File: src/rtl/bridge_pkg.sv
`default_nettype none
// ============================================================================
//  Module      : bridge_pkg
//  Description : Shared ASCII constants, parser states and hex decode for the
//                ASCII bus bridge (receiver now, transmitter later).
//  Revision    : 1.0 - initial release
// ============================================================================
package bridge_pkg;

  localparam logic [7:0] c_ascii_r  = 8'h52;
  localparam logic [7:0] c_ascii_w  = 8'h57;
  localparam logic [7:0] c_ascii_cr = 8'h0D;
  localparam logic [7:0] c_ascii_lf = 8'h0A;

  typedef enum logic [1:0] {
    ST_IDLE = 2'd0,
    ST_ADDR = 2'd1,
    ST_DATA = 2'd2,
    ST_TERM = 2'd3
  } state_t;

  // Returns {valid, nibble}; letters of either case map onto 10..15.
  function automatic logic [4:0] hex_to_nibble(input logic [7:0] b);
    logic [4:0] r;
    r = 5'd0;
    if (b >= 8'h30 && b <= 8'h39) begin
      r = {1'b1, b[3:0]};
    end else if ((b >= 8'h41 && b <= 8'h46) || (b >= 8'h61 && b <= 8'h66)) begin
      r = {1'b1, b[3:0] + 4'd9};
    end
    return r;
  endfunction

endpackage
`default_nettype wire

File: src/rtl/bridge_rx.sv
`default_nettype none
// ============================================================================
//  Module      : bridge_rx
//  Description : Parses ASCII "Raaaa<CR|LF>" / "Waaaadddd<CR|LF>" messages
//                into single-cycle bus transactions.
//  Revision    : 1.0 - initial release
// ============================================================================
module bridge_rx
  import bridge_pkg::*;
(
  input  logic        clk,
  input  logic        rst_n,
  input  logic [7:0]  data_i,
  input  logic        valid_i,
  output logic [15:0] addr_o,
  output logic [15:0] data_o,
  output logic        rw_o,
  output logic        valid_o
);

  state_t      r_state;
  logic [1:0]  r_cnt;
  logic        r_rw;
  logic [15:0] r_addr;
  logic [15:0] r_data;

  logic [4:0]  w_hex;
  logic        w_is_start;
  logic        w_is_term;

  assign w_hex      = hex_to_nibble(data_i);
  assign w_is_start = (data_i == c_ascii_r) || (data_i == c_ascii_w);
  assign w_is_term  = (data_i == c_ascii_cr) || (data_i == c_ascii_lf);

  // Message fields are assembled in r_* and only copied to the outputs on a
  // good terminator, so the outputs hold the last emitted transaction.
  always_ff @(posedge clk or negedge rst_n) begin
    if (!rst_n) begin
      r_state <= ST_IDLE;
      r_cnt   <= 2'd0;
      r_rw    <= 1'b0;
      r_addr  <= 16'h0000;
      r_data  <= 16'h0000;
      addr_o  <= 16'h0000;
      data_o  <= 16'h0000;
      rw_o    <= 1'b0;
      valid_o <= 1'b0;
    end else begin
      valid_o <= 1'b0;
      if (valid_i) begin
        if (w_is_start) begin
          r_state <= ST_ADDR;
          r_cnt   <= 2'd0;
          r_rw    <= (data_i == c_ascii_w);
          r_data  <= 16'h0000;
        end else begin
          case (r_state)
            ST_IDLE: r_state <= ST_IDLE;
            ST_ADDR: begin
              if (w_hex[4]) begin
                r_addr <= {r_addr[11:0], w_hex[3:0]};
                r_cnt  <= r_cnt + 2'd1;
                if (r_cnt == 2'd3) begin
                  r_state <= r_rw ? ST_DATA : ST_TERM;
                end
              end else begin
                r_state <= ST_IDLE;
                r_cnt   <= 2'd0;
              end
            end
            ST_DATA: begin
              if (w_hex[4]) begin
                r_data <= {r_data[11:0], w_hex[3:0]};
                r_cnt  <= r_cnt + 2'd1;
                if (r_cnt == 2'd3) begin
                  r_state <= ST_TERM;
                end
              end else begin
                r_state <= ST_IDLE;
                r_cnt   <= 2'd0;
              end
            end
            ST_TERM: begin
              if (w_is_term) begin
                addr_o  <= r_addr;
                data_o  <= r_rw ? r_data : 16'h0000;
                rw_o    <= r_rw;
                valid_o <= 1'b1;
              end
              r_state <= ST_IDLE;
              r_cnt   <= 2'd0;
            end
            default: r_state <= ST_IDLE;
          endcase
        end
      end
    end
  end

endmodule
`default_nettype wire
File: config.mk
export PLATFORM = sky130hd
export DESIGN_NAME = bridge_rx
export DESIGN_NICKNAME = d
export VERILOG_FILES = /design/src/rtl/bridge_pkg.sv /design/src/rtl/bridge_rx.sv
export SDC_FILE = /design/constraint.sdc
export NUM_CORES = 1
export LEC_CHECK = 0
export CAP_MARGIN = 30
export CELL_PAD_IN_SITES_DETAIL_PLACEMENT = 1
export CELL_PAD_IN_SITES_GLOBAL_PLACEMENT = 2
export CORE_MARGIN = 3
export CORE_UTILIZATION = 40
export CTS_CLUSTER_SIZE = 24
export DETAILED_ROUTE_END_ITERATION = 7
export PLACE_DENSITY = 0.94
export SLEW_MARGIN = 30
export SYNTH_ARGS = -nofsm -noshare
export SYNTH_HDL_FRONTEND = slang
export SYNTH_SLANG_ARGS = --single-unit
export TNS_END_PERCENT = 20
File: constraint.sdc
create_clock -name clk -period 4.1 [get_ports clk]
set_clock_uncertainty 0.1 [all_clocks]
set_input_delay 0.82 -clock clk [delete_from_list [all_inputs] [get_ports clk]]
set_output_delay 0.82 -clock clk [all_outputs]
set_load 0.01 [all_outputs]
==> run metrics <==
Req. time, crit path=4.22 ns; pin count of the biggest net entering global routing=42; CTS H-Tree Depth=3; Slew Limit Fails=0; DR vias=2,172; Mapped Area=3330 µm²; status=complete, no violations; wire length per cell=17.0 µm; number of buffers created by CTS=9; Buf+Inv Stages, Crit Path=2; minimum clock period=3.33 ns; R2R Path End=r_data[2]; Reg2Reg Depth=7; GPL Wtd Cong=0.853; vias per inst=5.23; CTS max path bufs=2; Yosys warnings=0; first-pass GRT wire length=12,300 µm; post-CTS setup buffers=0; Ports=45; fmax=300 MHz; count of final setup violators=0; Post-Route WL=7040 µm; post-synthesis mux area share=0.185; cell row count=32; post-synthesis share of cell area spent on xor and xnor gates=0; Clock Pin Slew Worst Setup and Hold Paths=0.09 ns; critical path's slowest cell=o2111ai_4; main combinational cell family by area after synthesis=multiplexers; final net count=328; Root Driver=clkbuf_8; Synth Flop Type=dfrtp_1; Pre-antenna DRT Iters=4; worst reg2reg startpoint=r_state[0]; Detailed Route Iter0 Violations=61; synth unique cells=48; crit end category=flip-flop; RSZ-0062 raised after global routing=no; Place WS=0.437 ns; critical path's largest stage delay=0.66 ns; asr flop ratio synth=1.00; R2R setup slack=2.10 ns; Storage cell area=1780 µm²; post-synthesis sequential area ratio=0.534; area of placed instances=3870 µm²; Starting Density=0.422; Tot Pwr=1.49 mW; top cells by area, synth=dfrtp_1 (53%), mux2_1 (6.4%), mux2i_1 (6.0%); initial antenna violation count=0; Multi-input gate area=1390 µm²; Crit Path Max Fanout=16; Post-synth EDFFs=0; die area=9450 µm²; setup TNS=0 ns; Die Y=97.2 µm; Final Core Density=0.520; simple-gate share of the synthesized area=0.0789; Die Wd=97.2 µm; Syn-to-layout area delta=23.1%; fillers=829; Core ar.=7890 µm²; Final period util=0.812; Post-Syn Instances=261; synthesized area per cell=12.8 µm²; IR drop worst, VDD=0.171 mV; Top delay family on crit path=compound AO/OA/AOI/OAI gates; Hold Path Class=in -> async; critical path class=in -> reg; post-synth top area share=0.534; Critical Path Source Type=primary input; arrival time worst endpoint=3.45 ns; Post-Synth Adder-Cell Area=0.0338; CTS tree=yes; Detail Route Antenna Nets=0; Non-Filler Instances=415; clk_lat worst skew=0.34 ns; critical-path cell list=clkdlybuf4s50_1 -> inv_1 -> ha_1 -> o21bai_1 -> a21oi_1 -> o2111ai_4 -> mux2_2; Hold Fails Final Rpt=0; # hold bufs at CTS=0; Fin Hold WS=0.344 ns; post-synthesis compound-gate area fraction=0.120; gr ovfl total=0; number of max-cap violations=0; Clock Sinks=71; DP Cell Count=399; Slew HR=0.527; post-cts sizing count=0; post-route setup slack=0.770 ns; leakage power=1.92 nW; vias in the first global route=2,381; worst slew pin tran=0.710 ns; DRC=0; cell taking the most area after synthesis=dfrtp_1; fin area=4100 µm²; Yosys reg bits=71; layout cell share with drive strength beyond 1=0.141; Antenna diodes=0; hpwl dp=5020 µm; GRT Overall Usage=0.158; I/O Buffers=44; syn nets=281; PwrDens=364 nW/µm²
cell families after synthesis:
| logic type | Yosys count |
|---|---|
| flops | 71 |
| mux | 54 |
| compound gates | 47 |
| simple gates | 43 |
| buf+inv | 37 |
| fa+ha+maj | 9 |
cell usage after synthesis, drive strengths merged (4+ instances only):
cell type and n:
o2bb2ai 4, inv 25, clkbuf 4, nor2 5
mux2 34, buf 8, nand2 19, a21oi 6
mux2i 20, a22o 14, dfrtp 71, ha 9
where the power goes:
| group | internal (mW) | leakage [nW] | total [mW] | switching [mW] |
|---|---|---|---|---|
| sequential | 0.727 | 0.890 | 0.749 | 0.0226 |
| clock | 0.351 | 0.112 | 0.634 | 0.283 |
| combinational | 0.0520 | 0.919 | 0.108 | 0.0563 |
cells in the final DEF, fill, tap and decap left out, types with 3 or more instances in the layout:
cell / instances
dfrtp_1: 71
clkdlybuf4s50_1: 43
inv_1: 25
mux2i_1: 20
nand2_1: 19
mux2_1: 19
a22o_1: 14
mux2_4: 9
ha_1: 9
clkbuf_8: 9
a21oi_1: 6
mux2_2: 6
nor2_1: 5
o2bb2ai_1: 4
buf_4: 4
o21bai_1: 3
a31oi_1: 3
cell type report:
class,count,area share
Sequential cell,71,0.434
Clock buffer,9,0.0302
Inverter,25,0.0229
Tap cell,102,0.0311
Timing Repair Buffer,48,0.117
Multi-Input combinational cell,153,0.339
Clock inverter,7,0.0256
sequential cells by signal (all words and copies together) (netlist names):
register,flops
rw_o,1
r_cnt,2
data_o,16
addr_o,16
r_addr,16
r_data,16
r_rw,1
valid_o,1
r_state,2
worst max-delay path by stage:
stage | from | to | slack (ns) | depth (start not counted)
after global placement | data_i[0] | r_addr[8] | 0.61 | 7
final | data_i[0] | r_addr[6] | 0.77 | 7
after detailed placement | data_i[0] | r_addr[6] | 0.44 | 7
after floorplan | data_i[0] | rw_o | 1.42 | 7
after CTS | data_i[0] | r_addr[6] | 0.80 | 7
after global routing | data_i[0] | r_addr[6] | 0.58 | 7
metal layers:
metal / vias up / GRT usage / share of wire
met2: 46 / 0.263 / 0.49
met1: 1097 / 0.211 / 0.46
met3: 9 / 0.0266 / 0.033
li1: 1020 / - / -
met5: - / 0 / 0
met4: 0 / 0.0532 / 0.013
Power figures use the tool's default switching activity.
